--- src/rtl/fp_norm_pkg.sv ---
// Shared state encoding, rounding-mode codes and IEEE-754 binary32 constants
// for the FP add/sub normalize-and-round stage.
package fp_norm_pkg;

    localparam int EXPI_W = 10;

    typedef enum logic [1:0] {
        IDLE  = 2'd0,
        NORM  = 2'd1,
        ROUND = 2'd2,
        DONE  = 2'd3
    } state_t;

    localparam logic [2:0] RM_RNE = 3'b000;
    localparam logic [2:0] RM_RTZ = 3'b001;
    localparam logic [2:0] RM_RDN = 3'b010;
    localparam logic [2:0] RM_RUP = 3'b011;
    localparam logic [2:0] RM_RMM = 3'b100;

    localparam int EXP_MAX = 255;
    localparam int BIAS    = 127;

    localparam logic [31:0] QNAN   = 32'h7FC0_0000;
    localparam logic [31:0] INF    = 32'h7F80_0000;
    localparam logic [31:0] MAXFIN = 32'h7F7F_FFFF;

    localparam int FLAG_NV = 4;
    localparam int FLAG_DZ = 3;
    localparam int FLAG_OF = 2;
    localparam int FLAG_UF = 1;
    localparam int FLAG_NX = 0;

    // Reserved encodings 101-111 fall back to round-to-nearest-even.
    function automatic logic [2:0] legal_rm(input logic [2:0] rm);
        return (rm > RM_RMM) ? RM_RNE : rm;
    endfunction

endpackage

--- src/rtl/fp_norm_round_r4_inc.sv ---
// Combinational round-increment decision from sign, lsb, guard, sticky and mode.
module fp_round_inc
    import fp_norm_pkg::*;
(
    input  logic       i_sign,
    input  logic       i_lsb,
    input  logic       i_g,
    input  logic       i_s,
    input  logic [2:0] i_rm,
    output logic       o_inc
);

    always_comb begin
        o_inc = 1'b0;
        case (i_rm)
            RM_RTZ:  o_inc = 1'b0;
            RM_RDN:  o_inc = i_sign & (i_g | i_s);
            RM_RUP:  o_inc = ~i_sign & (i_g | i_s);
            RM_RMM:  o_inc = i_g;
            default: o_inc = i_g & (i_s | i_lsb);
        endcase
    end

endmodule

--- src/rtl/fp_norm_round_r4.sv ---
// Normalize, round and pack the FP add/sub mantissa sum into binary32.
// Define FNORM_SHIFT4_EN to let NORM skip 4 leading zeros per cycle.
module fp_norm_round_r4
    import fp_norm_pkg::*;
#(
    parameter int EXP_W  = 8,
    parameter int MANT_W = 48
) (
    input  logic              clk,
    input  logic              reset,
    input  logic              in_valid,
    output logic              in_ready,
    input  logic              sign_res,
    input  logic              carry,
    input  logic [MANT_W-1:0] mantissa_sum,
    input  logic              sticky_in,
    input  logic [EXP_W-1:0]  exp_in,
    input  logic [2:0]        rm,
    output logic              out_valid,
    input  logic              out_ready,
    output logic [31:0]       result,
    output logic [4:0]        flags
);

    localparam int LSB_POS = MANT_W - 24;
    localparam int G_POS   = MANT_W - 25;

    localparam logic signed [EXPI_W-1:0] EXP_ONE  = EXPI_W'(1);
    localparam logic signed [EXPI_W-1:0] EXP_FOUR = EXPI_W'(4);
    localparam logic signed [EXPI_W-1:0] EXP_OVF  = EXPI_W'(EXP_MAX);

    state_t                    r_state;
    state_t                    w_next;
    logic                      r_sign;
    logic                      r_sticky;
    logic [MANT_W-1:0]         r_m;
    logic signed [EXPI_W-1:0]  r_exp;
    logic [2:0]                r_rm;
    logic [31:0]               r_result;
    logic [4:0]                r_flags;

    logic                      w_isZero;
    logic                      w_normExit;
    logic                      w_skip4;
    logic signed [EXPI_W-1:0]  w_expIn;
    logic                      w_lsb;
    logic                      w_g;
    logic                      w_s;
    logic                      w_inc;
    logic [24:0]               w_sum;
    logic signed [EXPI_W-1:0]  w_expFinal;
    logic                      w_nx;
    logic                      w_of;
    logic                      w_uf;
    logic                      w_ofInf;
    logic [31:0]               w_result;
    logic [4:0]                w_flags;

    assign w_isZero   = ~carry & ~sticky_in & (mantissa_sum == '0);
    assign w_expIn    = $signed({{(EXPI_W-EXP_W){1'b0}}, exp_in});
    assign w_normExit = r_m[MANT_W-1] | (r_exp <= EXP_ONE);

`ifdef FNORM_SHIFT4_EN
    assign w_skip4 = (r_m[MANT_W-1 -: 4] == 4'b0000) && (r_exp > EXP_FOUR);
`else
    assign w_skip4 = 1'b0;
`endif

    assign w_lsb = r_m[LSB_POS];
    assign w_g   = r_m[G_POS];
    assign w_s   = (|r_m[G_POS-1:0]) | r_sticky;

    fp_round_inc u_round_inc (
        .i_sign (r_sign),
        .i_lsb  (w_lsb),
        .i_g    (w_g),
        .i_s    (w_s),
        .i_rm   (r_rm),
        .o_inc  (w_inc)
    );

    assign w_sum = {1'b0, r_m[MANT_W-1:LSB_POS]} + {24'b0, w_inc};

    // A subnormal (no hidden bit) that rounds up into bit 23 becomes exponent 1.
    always_comb begin
        w_expFinal = '0;
        w_nx       = 1'b0;
        w_of       = 1'b0;
        w_uf       = 1'b0;
        w_ofInf    = 1'b0;
        w_result   = '0;
        w_flags    = '0;

        if (r_m[MANT_W-1]) begin
            w_expFinal = r_exp + $signed({{(EXPI_W-1){1'b0}}, w_sum[24]});
        end else begin
            w_expFinal = $signed({{(EXPI_W-1){1'b0}}, w_sum[23]});
        end

        w_nx    = w_g | w_s;
        w_of    = (w_expFinal >= EXP_OVF);
        w_uf    = w_nx & (w_expFinal == '0);
        w_ofInf = (r_rm == RM_RNE) | (r_rm == RM_RMM) |
                  ((r_rm == RM_RUP) & ~r_sign) | ((r_rm == RM_RDN) & r_sign);

        if (w_of) begin
            w_result         = w_ofInf ? {r_sign, INF[30:0]} : {r_sign, MAXFIN[30:0]};
            w_flags[FLAG_OF] = 1'b1;
            w_flags[FLAG_NX] = 1'b1;
        end else begin
            w_result         = {r_sign, w_expFinal[EXP_W-1:0], w_sum[22:0]};
            w_flags[FLAG_UF] = w_uf;
            w_flags[FLAG_NX] = w_nx;
        end
        w_flags[FLAG_NV] = 1'b0;
        w_flags[FLAG_DZ] = 1'b0;
    end

    always_ff @(posedge clk) begin
        if (reset) begin
            r_state <= IDLE;
        end else begin
            r_state <= w_next;
        end
    end

    always_comb begin
        w_next = r_state;
        case (r_state)
            IDLE: begin
                if (in_valid) begin
                    if (w_isZero) begin
                        w_next = DONE;
                    end else if (carry) begin
                        w_next = ROUND;
                    end else begin
                        w_next = NORM;
                    end
                end
            end
            NORM:    if (w_normExit) w_next = ROUND;
            ROUND:   w_next = DONE;
            DONE:    if (out_ready) w_next = IDLE;
            default: w_next = IDLE;
        endcase
    end

    // Operand capture, normalization shifts and result latching.
    always_ff @(posedge clk) begin
        if (reset) begin
            r_sign   <= 1'b0;
            r_sticky <= 1'b0;
            r_m      <= '0;
            r_exp    <= '0;
            r_rm     <= RM_RNE;
            r_result <= '0;
            r_flags  <= '0;
        end else begin
            case (r_state)
                IDLE: begin
                    if (in_valid) begin
                        r_sign <= sign_res;
                        r_rm   <= legal_rm(rm);
                        if (carry) begin
                            r_m      <= {1'b1, mantissa_sum[MANT_W-1:1]};
                            r_sticky <= sticky_in | mantissa_sum[0];
                            r_exp    <= w_expIn + EXP_ONE;
                        end else begin
                            r_m      <= mantissa_sum;
                            r_sticky <= sticky_in;
                            r_exp    <= w_expIn;
                        end
                        if (w_isZero) begin
                            r_result <= {(rm == RM_RDN), 31'b0};
                            r_flags  <= '0;
                        end
                    end
                end
                NORM: begin
                    if (!w_normExit) begin
                        if (w_skip4) begin
                            r_m   <= {r_m[MANT_W-5:0], 4'b0000};
                            r_exp <= r_exp - EXP_FOUR;
                        end else begin
                            r_m   <= {r_m[MANT_W-2:0], 1'b0};
                            r_exp <= r_exp - EXP_ONE;
                        end
                    end
                end
                ROUND: begin
                    r_result <= w_result;
                    r_flags  <= w_flags;
                end
                default: begin
                end
            endcase
        end
    end

    assign in_ready  = (r_state == IDLE);
    assign out_valid = (r_state == DONE);
    assign result    = r_result;
    assign flags     = r_flags;

endmodule
--- config.mk ---
export PLATFORM = sky130hd
export DESIGN_NAME = fp_norm_round_r4
export DESIGN_NICKNAME = d
export VERILOG_FILES = /design/src/rtl/fp_norm_pkg.sv /design/src/rtl/fp_norm_round_r4_inc.sv /design/src/rtl/fp_norm_round_r4.sv
export SDC_FILE = /design/constraint.sdc
export NUM_CORES = 1
export LEC_CHECK = 0
export CORE_UTILIZATION = 56
export CTS_BUF_LIST = sky130_fd_sc_hd__clkbuf_8
export DETAILED_ROUTE_END_ITERATION = 16
export GPL_ROUTABILITY_DRIVEN = 0
export PLACE_DENSITY = 0.83
export SYNTH_ARGS = -nofsm -noshare
export SYNTH_HDL_FRONTEND = slang
export SYNTH_SLANG_ARGS = --single-unit
--- constraint.sdc ---
create_clock -name clk -period 6.3 [get_ports clk]
set_input_delay 0.945 -clock clk [delete_from_list [all_inputs] [get_ports clk]]
set_output_delay 0.945 -clock clk [all_outputs]
set_load 0.02 [all_outputs]
# --- Word-level counts from Yosys, hierarchy flattened ---
# Cells that the tools add are included.
totals:
  regBits: 102
  inputBits: 66
  out_inout_bits: 39
  elab_cells: 87
op_classes:
  n_addsub: 4
  magnitude_cmp: 3
  n_eq_ne: 13
  muxes: 29
  bitwise_logic: 19
  reduce_logical: 11
op_table:
  columns: ["operator", "count"]
  rows:
  - ["two-way mux 48 bit", 3]
  - ["case mux 48 bit (2 select lines)", 1]
  - ["two-way mux 32 bit", 2]
  - ["case mux 32 bit (2 select lines)", 1]
  - ["logical NOT 48 bit", 1]
  - ["two-way mux 31 bit", 1]
  - ["two-way mux 10 bit", 3]
  - ["adder 24 x 1 -> 25 bit", 1]
  - ["two-way mux 24 bit", 1]
  - ["OR reduction 23 bit", 1]
  - ["case mux 10 bit (2 select lines)", 1]
  - ["adder 10 x 2 -> 10 bit", 1]
  - ["greater-or-equal comparator 10 x 9 -> 1 bit, second input constant", 1]
  - ["less-or-equal comparator 10 x 2 -> 1 bit, second input constant", 1]
  - ["logical NOT 10 bit", 1]
  - ["two-way mux 2 bit", 5]
  - ["two-way mux 5 bit", 2]
  - ["case mux 5 bit (2 select lines)", 1]
  - ["subtractor 10 x 2 -> 10 bit, second input constant", 1]
  - ["adder 8 x 1 -> 9 bit, second input constant", 1]
  - ["== test 3 x 2 -> 1 bit, second input constant", 3]
  - ["two-way mux 9 bit", 1]
  - ["AND reduction 3 bit", 3]
  - ["AND 1 bit", 8]
  - ["17 further kinds", 34]

# --- Longest topological paths before layout ---
depth:
  depth_word: 12
  ltp_mapped: 20
  ltp_nobuf: 19

# --- By module ---
# From an unflattened synthesis, not the netlist that was laid out.
hier_totals:
  cells_unflattened: 830
  hier_area_um2: 6268.5
by_module_without_submodules:
  columns: ["module", "instances", "cells_each", "area_per_inst_um2", "seq_area_each_um2"]
  rows:
  - ["fp_norm_round_r4", 1, 823, 6213.5, 2001.9]
  - ["fp_round_inc", 1, 7, 55.1, 0.0]

# --- Worst setup path before layout ---
# No wires, ideal clock.
synth_path:
  path_kind: "flip-flop to flip-flop"
  from: "reg r_rm[0]"
  to: "reg r_result[15], in the netlist result[15]"
  setup_time_ps: 117
  arrival_time_ps: 4361
  required_time_ps: 6183
  slack_ps: 1822
  path_stages_with_launch: 21
  path_buffers: 2
  synth_period_minus_slack_ps: 4478
  cell_sequence: "dfxtp_1 inv_1 nor3b_1 ha_1 nor3b_1 o21ai_0 a21oi_1 ha_1 ha_1 and3_1 nand4_1 nor3_2 and3_1 ha_1 nand3_2 nor4_1 mux2i_1 clkbuf_1 clkbuf_1 o21ai_0 a22o_1"
synth_between:
  elab_chain_cells: 8
  elab_cells_between_ends: 18
  cone_classes: "2 x add/sub; 1 x order compare; 4 x eq/ne; 5 x mux; 5 x bitwise; 1 x reduce/logical"
synth_rtl:
  columns: ["element", "line_no", "text"]
  rows:
  - ["start, declared", "fp_norm_round_r4.sv:38", "logic [2:0] r_rm;"]
  - ["start signal, assigned", "fp_norm_round_r4.sv:163", "r_rm <= legal_rm(rm);"]
  - ["== test 3 bit, or another cell as far along", "fp_norm_round_r4_inc.sv:15, fp_norm_round_r4.sv:103", null]
  - ["case mux 1 bit (4 select lines)", "fp_norm_round_r4_inc.sv:15", "case (i_rm)"]
  - ["adder 24 x 1 -> 25 bit", "fp_norm_round_r4.sv:82", "assign w_sum = {1'b0, r_m[MANT_W-1:LSB_POS]} + {24'b0, w_inc};"]
  - ["adder 10 x 2 -> 10 bit", "fp_norm_round_r4.sv:95", "w_expFinal = r_exp + $signed({{(EXPI_W-1){1'b0}}, w_sum[24]});"]
  - ["two-way mux 10 bit", "fp_norm_round_r4.sv:94", "if (r_m[MANT_W-1]) begin"]
  - ["greater-or-equal comparator 10 x 9 -> 1 bit", "fp_norm_round_r4.sv:101", "w_of = (w_expFinal >= EXP_OVF);"]
  - ["two-way mux 31 bit *", "fp_norm_round_r4.sv:106", "if (w_of) begin"]
  - ["case mux 32 bit (2 select lines) *", "fp_norm_round_r4.sv:159", "case (r_state)"]
  - ["end signal, assigned", "fp_norm_round_r4.sv:174", "r_result <= {(rm == RM_RDN), 31'b0};"]
  - ["end signal, assigned", "fp_norm_round_r4.sv:191", "r_result <= w_result;"]
  - ["end, declared", "fp_norm_round_r4.sv:39", "logic [31:0] r_result;"]
# Every way passes the cells marked *; elsewhere a longest branch is shown, timed or not.
# A chain may end at the register's enable or synchronous reset.

# --- Final worst setup path ---
layout_path:
  from: "reg r_rm[0]"
  to: "reg r_result[12], in the netlist result[12]"
# The elaborated chain is that of the path after synthesis.

==> metrics.yaml <==
status: "finished clean"
io_buffers: 102
rr_worst_depth: 20
die_w_um: 108
ys_ff_latch: 100
yosysWarningCount: 0
antenna-diode-count: 0
drc: 0
r2r_slack_ns: 0.54
fp.dieH_um: 108
grt_max_degree: 106
dpl.cell_count: 993
rr_startpoint: "r_rm[0]$_SDFFE_PP0P_"
synth_cell_types: 61
power_frac_seq_pct: 38.1
drive_gt1_share_pct: 6.10
start_util_pct: 57.9
areaGrowthSynthToFinish_pct: 16.8
cts_buffers: 9
gr-usage-all-layers_pct: 26.1
layout.nets: 942
cap_violations: 0
power_leakage_nw: 2.75
pwr_density_cell_mw_per_mm2: 363
relSlewSlack_pct: 31.1
fin_skew_ns: 0.0108
grt_pass1_wl_mm: 24.6
min_period_ns: 5.76
rows: 38
syn-instance-count: 811
power_switching_share_pct: 46.7
critical_path_class: "flip-flop to flip-flop"
crit_path_end_kind: "flip-flop"
stdcell_count: 1009
viasPerCell: 6.03
syn_area_mm2: 0.00630
hold_path.class: "flip-flop to flip-flop"
synth_most_common_cell: "nor2_1"
synth_top_area_cell: "dfxtp_1"
period_share_pct: 91.4
ios: 105
fin_tns_setup_ns: 0
worstPathArrival_ns: 6.07
nFillCells: 937
pwr-share-comb_pct: 47.5
avgSynthCellArea_um2: 7.77
wl_mm: 15.1
ys_seq_area_share_pct: 31.8
startpoint: "r_rm[0]$_SDFFE_PP0P_"
clkPwrFrac_pct: 14.4
holdBufCountCts: 0
fin_util_pct: 67.6
grt_pass1_vias: 5372
vias: 6089
synthTopCellsByArea: "dfxtp_1, nor2_1, mux2i_1"
core_area_mm2: 0.0109
synth.top_cells.by_count: "nor2_1, dfxtp_1, a21oi_1"
internal_power_w: 0.00143
crit_end: "result[12]$_SDFFE_PP0P_"
r2r_end: "result[12]$_SDFFE_PP0P_"
antenna_found_initial: 0
async_flop_share_pct: 0
first_pass_iters: 5
peakVddDrop_mv: 0.328
path_clk_slew_ns: 0.10
hold_violations: 0
rsz0062_at_grt: "no"
worst_slew_pin_slew_ns: 1.03
wl_per_cell_um: 15.0
cp_max_fo: 30
cts_post_setup_buffers_inserted: 0
tritoncts: "yes"
ant_nets: 0
setup_viol: 0
grt_overflow_total: 0
synth-edff-count: 0
slew_viol_final: 0
synthFlopType: "dfxtp_1"
clock_tree.root_cell: "clkbuf_8"
cts.htree.levels: 3
required_ns: 6.62
power_switching_w: 0.00125
cts_resized: 0
cts_buffer_depth: 2
fmax_mhz: 174
clk_latency_ns: 0.38
start_kind: "flip-flop"
hold_ws_ns: 0.491
fp.dieArea_mm2: 0.0117
dp_hpwl_mm: 11.1
drt_iter0_drc: 399
cts.sinks: 100
yosys.area.top_type_share_pct: 31.8
[worst max-delay path, cell delays in order (launching register included)]
cell and delay [ns]:
dfxtp_1 0.37, inv_1 0.07, nor3b_1 0.24, ha_1 0.28, nor3b_1 0.25, o21ai_0 0.13, a21oi_1 0.19, ha_1 0.21
ha_1 0.18, and3_1 0.22, nand4_1 0.29, nor3_2 0.46, and3_1 0.27, ha_1 0.30, nand3_2 0.15, nor4_1 0.36
mux2i_2 0.26, buf_4 0.28, a21oi_2 0.07, a311oi_4 0.87, a22o_1 0.25
[placed cells by master (no fill, tap or decap), types with 2 or more instances in the layout]
cell type and count:
nor2_1 168, dfxtp_1 100, clkdlybuf4s50_1 100, a21oi_1 99, mux2i_1 49, o21ai_0 29
nand2_1 27, nor4_1 25, xnor2_1 25, a22o_1 24, a211oi_1 19, inv_1 18
nor3_1 15, o22ai_1 14, a21oi_2 11, nand4_1 11, nand3_1 11, ha_1 11
nor2b_1 9, clkbuf_8 9, nand2b_1 7, and3_1 7, a31oi_1 6, buf_4 6
xor2_1 5, and4_1 5, nor3b_1 4, o21bai_1 4, o21a_1 3, nand3b_1 3
clkinvlp_4 3, inv_6 3, a22oi_1 2, or2_1 2, o41ai_1 2, conb_1 2
buf_2 2
[power by group through the flow]
stage / registers (W) / clock network [W] / logic [W]
after floorplan: 0.000925 / 0 / 0.00114
after global placement: 0.00101 / 0 / 0.00121
after detailed placement: 0.00103 / 0 / 0.00125
after CTS: 0.00101 / 0.000394 / 0.00126
after global routing: 0.00104 / 0.000420 / 0.00142
final: 0.00102 / 0.000384 / 0.00127
[logic make-up after synthesis]
family / count (synthesis) / share of synthesized area, %
mux: 51 / 8.12
fa+ha+maj: 12 / 2.38
buf+inv: 85 / 7.01
flops: 100 / 31.8
simple gates: 304 / 23.0
xor+xnor: 30 / 4.17
other cells: 1 / 0.0595
compound gates: 228 / 23.5
[sequential cells by signal, indices dropped and copies added (netlist names)]
| signal | cells |
|---|---|
| r_exp | 10 |
| r_sticky | 1 |
| r_m | 48 |
| r_sign | 1 |
| result | 32 |
| r_rm | 3 |
| r_state | 2 |
| flags | 3 |
[metrics by stage]
stage	setup slack [ns]	cell area [um2]	total power, W
4_1_cts	0.608	7360	0.00266
3_5_place_dp	0.645	7180	0.00228
2_1_floorplan	1.82	6300	0.00206
6_report	0.544	7360	0.00267
3_3_place_gp	0.980	7180	0.00222
5_1_grt	0.0195	7360	0.00288
[layer usage]
| layer | GRT usage, % | vias to the layer above | wire [um] |
|---|---|---|---|
| met5 | 0 | - | 0 |
| met4 | 8.71 | 0 | 281 |
| met3 | 4.28 | 30 | 968 |
| met2 | 45.3 | 223 | 7160 |
| met1 | 32.7 | 2841 | 6710 |
| li1 | - | 2995 | - |
[how the worst min path moves through the flow]
| stage | from | endpoint | slack, ns | depth (start not counted) |
|---|---|---|---|---|
| 3_3_place_gp | result[23]$_SDFFE_PP0P_ | result[23]$_SDFFE_PP0P_ | 0.45 | 1 |
| 5_1_grt | result[13]$_SDFFE_PP0P_ | result[13]$_SDFFE_PP0P_ | 0.50 | 1 |
| 6_report | result[17]$_SDFFE_PP0P_ | result[17]$_SDFFE_PP0P_ | 0.49 | 1 |
| 2_1_floorplan | r_sign$_SDFFE_PP0P_ | r_sign$_SDFFE_PP0P_ | 0.45 | 2 |
| 4_1_cts | result[20]$_SDFFE_PP0P_ | result[20]$_SDFFE_PP0P_ | 0.49 | 1 |
| 3_5_place_dp | result[17]$_SDFFE_PP0P_ | result[17]$_SDFFE_PP0P_ | 0.47 | 1 |
[area by class of cell]
class                      count  area, um2  area share (%)
tap                          140        175            2.38
clock buffer                   9        124            1.68
sequential                   100       2000            27.2
clock inverter                 7       57.6           0.782
timing repair buffer         108       1060            14.3
multi-input combinational    627       3880            52.7
inverter                      18       67.6           0.918
No activity file was read; power rests on OpenSTA's default activity.
==> variant 1, RTL diff (same flow settings) <==
Set the parameter `MANT_W` to 96 (it was 48).
--- a/src/rtl/fp_norm_round_r4.sv
+++ b/src/rtl/fp_norm_round_r4.sv
@@ -5,5 +5,5 @@
 #(
     parameter int EXP_W  = 8,
-    parameter int MANT_W = 48
+    parameter int MANT_W = 96
 ) (
     input  logic              clk,
Interface: changed (resized mantissa_sum); port bits go from 105 to 153. No check against the original RTL was run, so the function may have changed too.
==> variant 1 against the original RTL <==
  * Power increased by 64%
  * Global-route usage increased by 3.2 points
  * Design area increased by 44%
  * Sequential cell count increased by 48
  * First-iteration DRC count increased by 98%
  * Synthesized area increased by 40%
  * Highest routed layer unchanged
  * Maximum frequency increased by 15%
  * Wire length increased by 56%
  * Setup slack improved by 0.75 ns
  * Critical path type unchanged
  * Count of clock-buffer cells in the layout increased by 8
  * Sequential power increased by 63%
==> variant 1: results (changes against the original RTL) <==
- Result of the run: completed (unchanged).
- The relative slew slack was 24.39% (was 31.06%).
- The clock slew at the register clock pins of the worst setup and hold paths is 0.08 ns (was 0.10 ns).
- The maximum vdd drop is 331.4 µV (was 328.3 µV).
- The via count of the first global-routing pass was 7728 (was 5372).
- The share of cells above drive strength 1 is 4.918% (was 6.099%).
- Cell types with the highest counts after synthesis: 234 x nand2_1, 148 x dfxtp_1, 116 x a21oi_1 (was 168 x nor2_1, 100 x dfxtp_1, 99 x a21oi_1).
- Ranking of synthesized cells by area: dfxtp_1 34%, mux2i_1 11%, nand2_1 10%, o211ai_1 8.3%, a21oi_1 6.6% (was dfxtp_1 32%, nor2_1 10%, mux2i_1 7.9%, a21oi_1 7.9%, xnor2_1 3.5%).
- The number of flip-flops under the largest register name is 96 (was 48).
- The pre-CTS setup slack is 1.374 ns (was 0.6448 ns).
- The instance count along the most critical hold path is 2 (was 1).
- The clock network latency to the later pin of the worst-skew pair is 0.46 ns (was 0.38 ns).
- The CTS H-tree depth is 4 (was 3).
- The slowest stage cell on the critical path was or4_1 (was a311oi_4).
- The largest stage delay on the critical path is 0.49 ns (was 0.87 ns).
- The aggregate global-route resource usage is 29.27% (was 26.10%).
- The endpoint arrival time on the critical path was 5.40 ns (was 6.07 ns).
- The number of CTS-inserted buffers is 17 (was 9).
- The total length of routed wires came to 23630 µm (was 15130 µm).
- The number of cells on the worst reg-to-reg path is 19 (was 20).
- The maximum number of pins on one net before global-route repair is 104 (was 106).
- The sequential fraction of the synthesis area is 33.60% (was 31.78%).
- The count of cell types in the netlist came to 62 (was 61).
- The starting DRC count in detailed routing came to 791 (was 399).
- The number of vias per cell after detailed routing is 6.152 (was 6.035).
- The post-detailed-placement half-perimeter wirelength was 16500 µm (was 11090 µm).
- The total number of nets in the final design is 1334 (was 942).
- The quantity of I/O buffers inserted on ports is 150 (was 102).
- The peak fanout along the critical path came to 23 (was 30).
==> variant 1: cell types whose count changed after synthesis, sizes merged, moves of 8 or more <==
cell,delta
o21ai,+9
dfxtp,+48
nand2,+208
xnor2,-13
xor2,+18
buf,+13
o211ai,+97
mux2i,+45
a211oi,-12
nor2,-142
o22ai,-8
nor4,+20
clkbuf,+16
==> variant 1: per-layer routing <==
metal  routed length, µm  GRT usage (%)  share of wire [%]  vias up
li1                    -              -                  -     4284
met5                   0              0                  0        -
met2               11090          47.93                 47      348
met4                 532          10.50                2.3        0
met3                1554          4.816                6.6       43
met1               10450          38.88                 44     4129
==> variant 1: per-stage QoR <==
stage | instances | hold WS [ns] | area [µm²]
3_3_place_gp | 1400 | 0.4460 | 10250
5_1_grt | 1431 | 0.4905 | 10630
2_1_floorplan | 1125 | 0.4491 | 8822
4_1_cts | 1431 | 0.4629 | 10630
6_report | 1431 | 0.4598 | 10630
3_5_place_dp | 1400 | 0.4485 | 10250
==> variant 1: layout make-up <==
| cell class | count | area (µm²) |
|---|---|---|
| Timing Repair Buffer | 160 | 1572 |
| Tap cell | 211 | 264.0 |
| Sequential cell | 148 | 2963 |
| Inverter | 13 | 51.30 |
| Clock inverter | 14 | 140.1 |
| Fill cell | 1262 | 4633 |
| Clock buffer | 17 | 234.0 |
| Multi-Input combinational cell | 868 | 5401 |
==> variant 1: cell families (layout without fill, tap and decap cells) <==
group	count (synthesis)	count (layout)	synth area share (%)
AOI/OAI and AO/OA	328	328	24.15
xor gates and xnor gates	35	35	3.476
adders and majority gates	12	12	1.703
buffers and inverters	109	204	5.420
DFF	148	148	33.60
muxes	95	95	10.78
other	1	2	0.04252
and+or+nand+nor	396	396	20.83
==> variant 1: power breakdown <==
| part | leakage [nW] | internal [mW] | total (mW) | switching (mW) |
|---|---|---|---|---|
| combinational | 2.65 | 0.784 | 2.01 | 1.23 |
| clock | 0.179 | 0.345 | 0.707 | 0.362 |
| sequential | 1.21 | 1.28 | 1.66 | 0.383 |
==> variant 1: worst register-to-register path, stage by stage, from the launching register on <==
cell,delay [ns]
dfxtp_1,0.37
inv_1,0.07
nor3b_1,0.22
ha_1,0.26
or3b_2,0.45
a21oi_1,0.19
ha_1,0.22
ha_1,0.21
and4_1,0.33
nand4_1,0.18
nor3_1,0.31
ha_1,0.35
nand3_1,0.20
or4_1,0.49
a21boi_1,0.17
buf_4,0.23
nor2_1,0.08
a31oi_2,0.19
buf_4,0.28
a22o_1,0.17
==> variant 1: final timing paths <==
path               from  slack, ns         end
max reg2reg     r_rm[0]       1.30   result[6]
min reg2reg  result[23]       0.46  result[23]
max             r_rm[0]       1.30   result[6]
min          result[23]       0.46  result[23]
==> variant 2, RTL diff (config.mk and constraints unchanged) <==
Without the edit above. The 4 states of `state_t` get a one-hot encoding in 4 bits.
--- a/src/rtl/fp_norm_pkg.sv
+++ b/src/rtl/fp_norm_pkg.sv
@@ -5,9 +5,9 @@
     localparam int EXPI_W = 10;
 
-    typedef enum logic [1:0] {
-        IDLE  = 2'd0,
-        NORM  = 2'd1,
-        ROUND = 2'd2,
-        DONE  = 2'd3
+    typedef enum logic [3:0] {
+        IDLE  = 4'b0001,
+        NORM  = 4'b0010,
+        ROUND = 4'b0100,
+        DONE  = 4'b1000
     } state_t;
 
Behaviour: no difference found for any inputs over 4 cycles, from zero or initial values and one cycle with reset high; so few cycles prove little.
==> variant 2 against the original RTL <==
  * Critical path depth decreased by 2
  * Sequential cell count increased by 2
  * Wire length increased by 5.3%
  * Design area about the same
  * Critical endpoint is now result[19]
  * Die area decreased by 0.37%
  * Final cell count decreased by 3.4%
  * Largest cell class unchanged
  * Synthesized area decreased by 0.38%
  * Setup slack improved by 0.14 ns
  * Synthesized cell count decreased by 4.1%
Power is not compared: it rests on default switching activity, and its combinational part moved more than twofold at a synthesized area within 25%.
==> variant 2: results (changes against the original RTL) <==
- The sequential fraction of the synthesis area is 32.54% (was 31.78%).
- The slowest stage cell on the critical path is o31a_1 (was a311oi_4).
- The post-detailed-placement half-perimeter wirelength is 11480 µm (was 11090 µm).
- The count of placed standard cells including taps was 959 (was 993).
- The count of plain and timing-repair buffers is 110 (was 108).
- The number of instances in the synthesized netlist came to 778 (was 811).
- The total number of vias is 6075 (was 6089).
- The actual slew at the worst max-slew pin came to 1.139 ns (was 1.034 ns).
- The via count of the first global-routing pass is 5694 (was 5372).
- The number of logic inverters in the finished layout is 13 (was 18).
- Ranking of synthesized cells by area: dfxtp_1 33%, mux2i_1 8.0%, nand2_1 7.6%, o211ai_1 6.0%, a21oi_1 5.6% (was dfxtp_1 32%, nor2_1 10%, mux2i_1 7.9%, a21oi_1 7.9%, xnor2_1 3.5%).
- The maximum number of pins on one net before global-route repair was 108 (was 106).
- The combined area of all synthesized cells was 0.006276 mm² (was 0.006300 mm²).
- In this run the power spent charging and discharging nets is 0.4944 mW.
- The instance area after placement is 0.007158 mm² (was 0.007178 mm²).
- The met2 track demand over resource is 46.75% (was 45.27%).
- The footprint of the multi-input gates is 0.003821 mm² (was 0.003877 mm²).
- The minimum setup slack in the final design was 0.6883 ns (was 0.5439 ns).
- The non-clock buffer share of cell area is 14.55% (was 14.35%).
- The start point of the worst min-delay path was result[29] (was result[17]).
- Result of the run: completed (unchanged).
- The number of gates given a new drive strength after cts is 0 (unchanged).
- The final instance area is 0.007363 mm² (was 0.007360 mm²).
- The share of cells above drive strength 1 is 5.629% (was 6.099%).
- The number of iterations in the first detailed-routing pass was 4 (was 5).
- The total number of nets in the final design is 904 (was 942).
- The length of routed wiring on met1 was 6911 µm (was 6713 µm).
- Cell types with the highest counts after synthesis: 127 x nand2_1, 102 x dfxtp_1, 70 x a21oi_1 (was 168 x nor2_1, 100 x dfxtp_1, 99 x a21oi_1).
- The count of cell types in the netlist is 65 (was 61).
- The worst-case hold path end point is result[29] (was result[17]).
- The aggregate global-route resource usage came to 28.01% (was 26.10%).
- The register cell area after layout is 0.002042 mm² (was 0.002002 mm²).
- The met2 wire length is 7733 µm (was 7162 µm).
- The average wire per cell in the routed design is 16.34 µm (was 14.99 µm).
- The final hold slack was 0.4700 ns (was 0.4912 ns).
- The fraction of area in clock buffers and inverters was 2.787% (was 2.465%).
- The peak fanout along the critical path came to 30 (unchanged).
- The endpoint arrival time on the critical path is 5.93 ns (was 6.07 ns).
- The largest stage delay on the critical path is 0.70 ns (was 0.87 ns).
- The launching point of the worst reg2reg path is r_rm[0] (unchanged).
- The total length of routed wires is 15930 µm (was 15130 µm).
- The initial antenna violation count is 0 (unchanged).
- The sequential cell count is 102 (was 100).
- The count of fill cells added during filler insertion is 896 (was 937).
- The number of cells on the worst reg-to-reg path was 18 (was 20).
- The pre-CTS setup slack came to 0.8315 ns (was 0.6448 ns).
- The starting DRC count in detailed routing is 540 (was 399).
- The clock network latency to the later pin of the worst-skew pair is 0.39 ns.
- The total number of multi-input combinational cells is 594 (was 627).
- The wire length on met3 is 979 µm (was 968 µm).
- The share of async-settable or async-resettable flops after synthesis is 0% (unchanged).
variant 2: changes by cell type in the layout (fill, tap and decap cells not counted), moves of 5 or more:
cell,delta
and3_1,-6
a211oi_1,-16
nor2b_1,-7
xor2_1,+7
a21oi_1,-29
o211ai_1,+50
a221o_1,+5
nand4_1,+6
nor2_1,-130
xnor2_1,-5
a21oi_2,-10
nand2_1,+100
inv_1,-5
o22ai_1,-12
variant 2: kinds of logic after synthesis:
kind of cell / count (synthesis) / synth area share (%)
xor+xnor: 32 / 4.466
fa+ha+maj: 8 / 1.595
other cells: 1 / 0.05975
mux: 51 / 8.154
compound gates: 219 / 23.60
buf+inv: 83 / 6.858
flops: 102 / 32.54
simple gates: 282 / 22.73
variant 2: power by group through the flow:
stage                     registers [mW]  clock network [mW]  logic [mW]
final                              0.749               0.431       0.338
after global routing               0.756               0.465       0.372
after CTS                          0.746               0.436       0.336
after detailed placement           0.761                   0       0.335
after global placement             0.759                   0       0.324
after floorplan                    0.730                   0       0.262
